===== config.mk =====
export PLATFORM = sky130hd
export DESIGN_NAME = hs_upload_reader
export DESIGN_NICKNAME = d
export VERILOG_FILES = /design/src/rtl/hs_upload_reader.sv
export SDC_FILE = /design/constraint.sdc
export NUM_CORES = 1
export LEC_CHECK = 0
export ABC_AREA = 1
export ABC_CLOCK_PERIOD_IN_PS = 5950
export BUFFER_PORTS_ARGS = -buffer_cell sky130_fd_sc_hd__buf_2
export CAP_MARGIN = 10
export CELL_PAD_IN_SITES_DETAIL_PLACEMENT = 0
export CELL_PAD_IN_SITES_GLOBAL_PLACEMENT = 1
export CORE_MARGIN = 1.5
export CORE_UTILIZATION = 39
export CTS_BUF_LIST = sky130_fd_sc_hd__clkbuf_16
export CTS_CLUSTER_DIAMETER = 40
export DETAILED_ROUTE_END_ITERATION = 6
export PLACE_DENSITY_LB_ADDON = 0.25
export SLEW_MARGIN = 20
export SYNTH_ARGS = -nofsm -noshare
export SYNTH_HDL_FRONTEND = slang
export SYNTH_SLANG_ARGS = --single-unit

===== constraint.sdc =====
create_clock -name clk_sys -period 5.95 [get_ports clk_sys]
set_clock_uncertainty 0.05 [all_clocks]
set_input_delay 0 -clock clk_sys [delete_from_list [all_inputs] [get_ports clk_sys]]
set_output_delay 0 -clock clk_sys [all_outputs]
set_load 0.03 [all_outputs]

===== src/rtl/hs_upload_reader.sv =====
// Serves a fixed-length window of game RAM to a host upload session, halting the
// game CPU while bytes are fetched one host address at a time.
module hs_upload_reader #(
  parameter logic [7:0] INDEX       = 8'd3,
  parameter int         ADDR_W      = 11,
  parameter int         BASE_ADDR   = 0,
  parameter int         LENGTH      = 39,
  parameter int         RAM_LATENCY = 2
) (
  input  logic              clk_sys,
  input  logic              reset,
  input  logic              save_request,
  input  logic              ioctl_upload,
  input  logic [7:0]        ioctl_index,
  input  logic [24:0]       ioctl_addr,
  input  logic              ioctl_rd,
  output logic [7:0]        ioctl_din,
  output logic              ioctl_upload_req,
  output logic              pause_cpu,
  input  logic              paused,
  output logic [ADDR_W-1:0] ram_address,
  output logic              ram_read,
  input  logic [7:0]        data_from_ram,
  output logic [2:0]        fsm_state
);

  typedef enum logic [2:0] {
    IDLE  = 3'd0,
    REQ   = 3'd1,
    PAUSE = 3'd2,
    FETCH = 3'd3,
    READY = 3'd4,
    DONE  = 3'd5
  } state_t;

  state_t      state, next_state;
  logic [2:0]  cnt;
  logic [24:0] cur_addr;
  logic        session, in_range, addr_chg, cnt_last, latch_ram, latch_ff;

  // Host strobes carry no information here: the address change alone drives refetches.
  logic unused_rd;
  assign unused_rd = ioctl_rd;

  assign session  = ioctl_upload && (ioctl_index == INDEX);
  assign in_range = ioctl_addr < 25'(LENGTH);
  assign addr_chg = ioctl_addr != cur_addr;
  assign cnt_last = cnt == 3'(RAM_LATENCY - 1);

  // A byte is only committed while the session and the CPU halt are both still valid.
  assign latch_ff  = (state == FETCH) && ioctl_upload && paused && !in_range;
  assign latch_ram = (state == FETCH) && ioctl_upload && paused && in_range &&
                     !addr_chg && cnt_last;

  // State register
  always_ff @(posedge clk_sys or posedge reset) begin
    if (reset) state <= IDLE;
    else       state <= next_state;
  end

  // Next-state logic
  always_comb begin
    next_state = state;
    case (state)
      IDLE: begin
        if (session)           next_state = PAUSE;
        else if (save_request) next_state = REQ;
      end
      REQ: begin
        if (session) next_state = PAUSE;
      end
      PAUSE: begin
        if (!ioctl_upload) next_state = DONE;
        else if (paused)   next_state = FETCH;
      end
      FETCH: begin
        if (!ioctl_upload)               next_state = DONE;
        else if (!paused)                next_state = PAUSE;
        else if (latch_ff || latch_ram)  next_state = READY;
      end
      READY: begin
        if (!ioctl_upload) next_state = DONE;
        else if (addr_chg) next_state = FETCH;
      end
      DONE:    next_state = IDLE;
      default: next_state = IDLE;
    endcase
  end

  // Output logic
  always_comb begin
    ioctl_upload_req = (state == REQ);
    pause_cpu        = (state == PAUSE) || (state == FETCH) || (state == READY);
    ram_read         = (state == FETCH) && in_range && paused;
    ram_address      = '0;
    if (state == FETCH && in_range)
      ram_address = ADDR_W'(BASE_ADDR) + ioctl_addr[ADDR_W-1:0];
    fsm_state        = state;
  end

  // Fetch datapath: cur_addr remembers the address the current fetch was started for.
  always_ff @(posedge clk_sys or posedge reset) begin
    if (reset) begin
      ioctl_din <= 8'h00;
      cnt       <= '0;
      cur_addr  <= '0;
    end else begin
      if (next_state == FETCH) cur_addr <= ioctl_addr;
      if (latch_ff)       ioctl_din <= 8'hFF;
      else if (latch_ram) ioctl_din <= data_from_ram;
      if (state == FETCH && ioctl_upload && paused && in_range && !addr_chg && !cnt_last)
        cnt <= cnt + 3'd1;
      else
        cnt <= '0;
    end
  end

endmodule

==> results by group <==
Outcome
  • Status: finished clean

Die
  • Die X: 82.0 um
  • FP Rows: 28
  • # IOs: 72
  • Core area: 0.00596 mm2
  • Initial Util: 40.8%
  • Die Y: 82.0 um
  • Die area: 0.00672 mm2

Drt
  • First DRT Iteration DRCs: 89
  • Vias per inst: 4.64
  • Total number of vias: 2477
  • Drt total wl: 6140 um
  • DRT Pass-1 Iters: 4
  • DR WL/cell: 11.5 um
  • DRC: 0
  • Final antenna-violating net count: 0

Synthesis
  • Post-synthesis cell area: 0.00243 mm2
  • Synth warn: 0
  • Area leader, netlist: dfrtp_1
  • Synth Instances: 359
  • Ys async rst share: 100%
  • Most common cell in the synthesized netlist: nand2_1
  • Post-synthesis sequential area ratio: 40.1%
  • Post-synth EDFFs: 0
  • Top cells by area, synth: dfrtp_1, nand2_1, nand3_1
  • Yosys reg bits: 39
  • Avg Cell Area, Syn: 6.78 um2
  • Primary FF master, synth: dfrtp_1
  • Commonest cells post-synth: nand2_1, inv_1, nand3_1, dfrtp_1, nor2_1
  • Synth cell types: 27
  • Area fraction of the dominant cell type after synthesis: 40.1%

Clocking
  • Clock Tree Root: clkbuf_16
  • Post_cts resized: 0
  • CTS Buf Count: 5
  • CTS H-tree depth: 2
  • CTS Sinks: 39
  • Clock slew at reported path FFs: 0.06 ns
  • Clock tree buffer depth: 2
  • Clock latency on the worst-skew pair: 0.28 ns
  • TritonCTS clock tree: done

Timing
  • Max transition margin: 58.9%
  • Fmax: 366 MHz
  • Final Setup Violations: 0
  • Final period util: 46.0%
  • Minimum clock period: 2.74 ns
  • Final setup TNS: 0 ns
  • RSZ-0062 raised after global routing: false
  • Final-report hold violation count: 0
  • Slew at the pin closest to its max-slew limit: 0.614 ns
  • Slew Viols, Final: 0

Global routing
  • First-pass GRT wire length: 9910 um
  • Vias in the first global route: 2302
  • GRT Total Usage: 19.6%
  • Global route overflow: 0
  • Initial antenna violation count: 0
  • Pin count of the biggest net entering global routing: 40

Critical path
  • R2r startpoint: cur_addr[2]
  • Startpoint types: input port
  • CP max FO: 27
  • Worst Setup SP: ioctl_addr[1]
  • CP peak stage delay: 0.52 ns
  • Crit path cell chain: dlygate4sd3_1, buf_2, inv_1, nand2_1, nand2_1, nor2_1, nand2_1, nor2_1, nand2_1, nor2_2, nand3_2, nand3_1, nand2_1, nand2_1, nand2_2, nand2_4, nand2_1, nand2_1
  • Critical Path End Type: flip-flop
  • CP Class: input port to flip-flop
  • Worst path slowest cell: dlygate4sd3_1
  • WP data arrival: 2.90 ns
  • Most common cell type on the critical path: nand2_1
  • Req. time, crit path: 6.11 ns

Power
  • Worst-case vdd ir drop: 0.000170 V
  • P_leak: 1.85 nW
  • PD cells: 284 mW/mm2
  • Pwr Total: 0.925 mW

Place
  • GPL Wtd Cong: 0.751
  • PortBufs: 65
  • Post-DP HPWL: 4180 um

Final layout
  • Fraction of layout cells with a size suffix above 1: 17.9%
  • Final #Nets: 507
  • Antenna fix cells: 0
  • Synthesis-to-layout area growth: 34.1%
  • Layout fillers: 620

Worst hold path
  • Hold path start: paused
  • Hold/Removal Path Class: input port to flip-flop

Flow run
  • Max-Cap Viols: 0
==> where the power goes <==
group / leakage, nW / internal, mW / switching, mW / total [mW]
Sequential: 0.519 / 0.335 / 0.0495 / 0.385
Clock: 0.0701 / 0.151 / 0.103 / 0.254
Combinational: 1.26 / 0.112 / 0.174 / 0.286
==> cell type report <==
class                   instances  area (um2)  share of cell area (%)
clock buffers                   5         125                    3.84
inverters                      49         184                    5.64
multi-input cells             263        1200                    36.7
well taps                      75        93.8                    2.88
flip-flops and latches         39         976                    29.9
repair buffers                100         673                    20.6
clock inverters                 3        11.3                   0.345
==> worst max-delay path: cells and delay by family <==
kind | cells | cell delay, ns
buffers and inverters | 3 | 0.72
AND/OR/NAND/NOR | 15 | 2.18
==> cells in the final DEF, fill, tap and decap left out <==
cell,instances
nand4_1,1
a31oi_1,1
nand2_4,2
o21ai_0,12
xor2_1,1
clkbuf_16,5
nor4_1,1
nand3_2,2
nand2_2,1
nor2_2,2
nor2_1,36
inv_1,47
ha_1,2
xnor2_1,9
nand2_1,138
buf_4,1
nor4_4,1
nor3_1,4
dlygate4sd3_1,34
conb_1,5
clkinv_1,2
o22ai_1,1
inv_2,3
a21oi_1,2
buf_2,65
dfrtp_1,39
nand3_1,40
nand3b_1,2
==> worst paths after layout <==
| check | cells after the start | to | slack [ns] |
|---|---|---|---|
| min in group asynchronous | 4 | cur_addr[1] | 0.33 |
| hold / removal | 3 | fsm_state[2] | 0.08 |
| setup / recovery | 18 | cur_addr[23] | 3.21 |
| max in group asynchronous | 4 | cur_addr[4] | 5.16 |
| hold reg to reg | 1 | cnt[0] | 0.41 |
| setup reg to reg | 15 | cur_addr[23] | 3.23 |
==> repair_timing <==
item,in CTS,in global routing
buffers inserted,0,0
endpoints found under the hold margin,71,1
hold buffers,33,1
==> metrics by stage <==
stage	cell area (um2)	setup WS (ns)	hold slack (ns)	cells	util, %
floorplan	2450	3.49	0.0960	363	-
global placement	2780	3.24	0.109	492	46.7
detailed placement	2780	3.23	0.111	492	46.7
CTS	3250	3.17	0.00260	533	54.6
global route	3260	2.88	0.133	534	54.7
finish	3260	3.21	0.0770	534	54.7
==> routing by layer <==
metal	GRT usage, %	part of all wire, %
met1	22.5	44
met5	0	0
met3	3.22	4.3
met4	8.14	1.1
met2	35.8	51
==> registers in the layout, summed over array words and instances (netlist names) <==
| name | cells |
|---|---|
| ioctl_din | 8 |
| cnt | 3 |
| fsm_state | 3 |
| cur_addr | 25 |
==> cells by family (layout without fill, tap and decap cells) <==
kind of cell | Yosys count | in the layout | synth area share, %
AND/OR/NAND/NOR | 230 | 230 | 40.4
other | 1 | 5 | 0.154
buffers and inverters | 61 | 157 | 11.3
XOR/XNOR | 10 | 10 | 3.60
flip-flops | 39 | 39 | 40.1
adder cells (fa/ha/maj) | 2 | 2 | 1.03
AO/OA/AOI/OAI | 16 | 16 | 3.40
(Power assumes the default switching activity.)
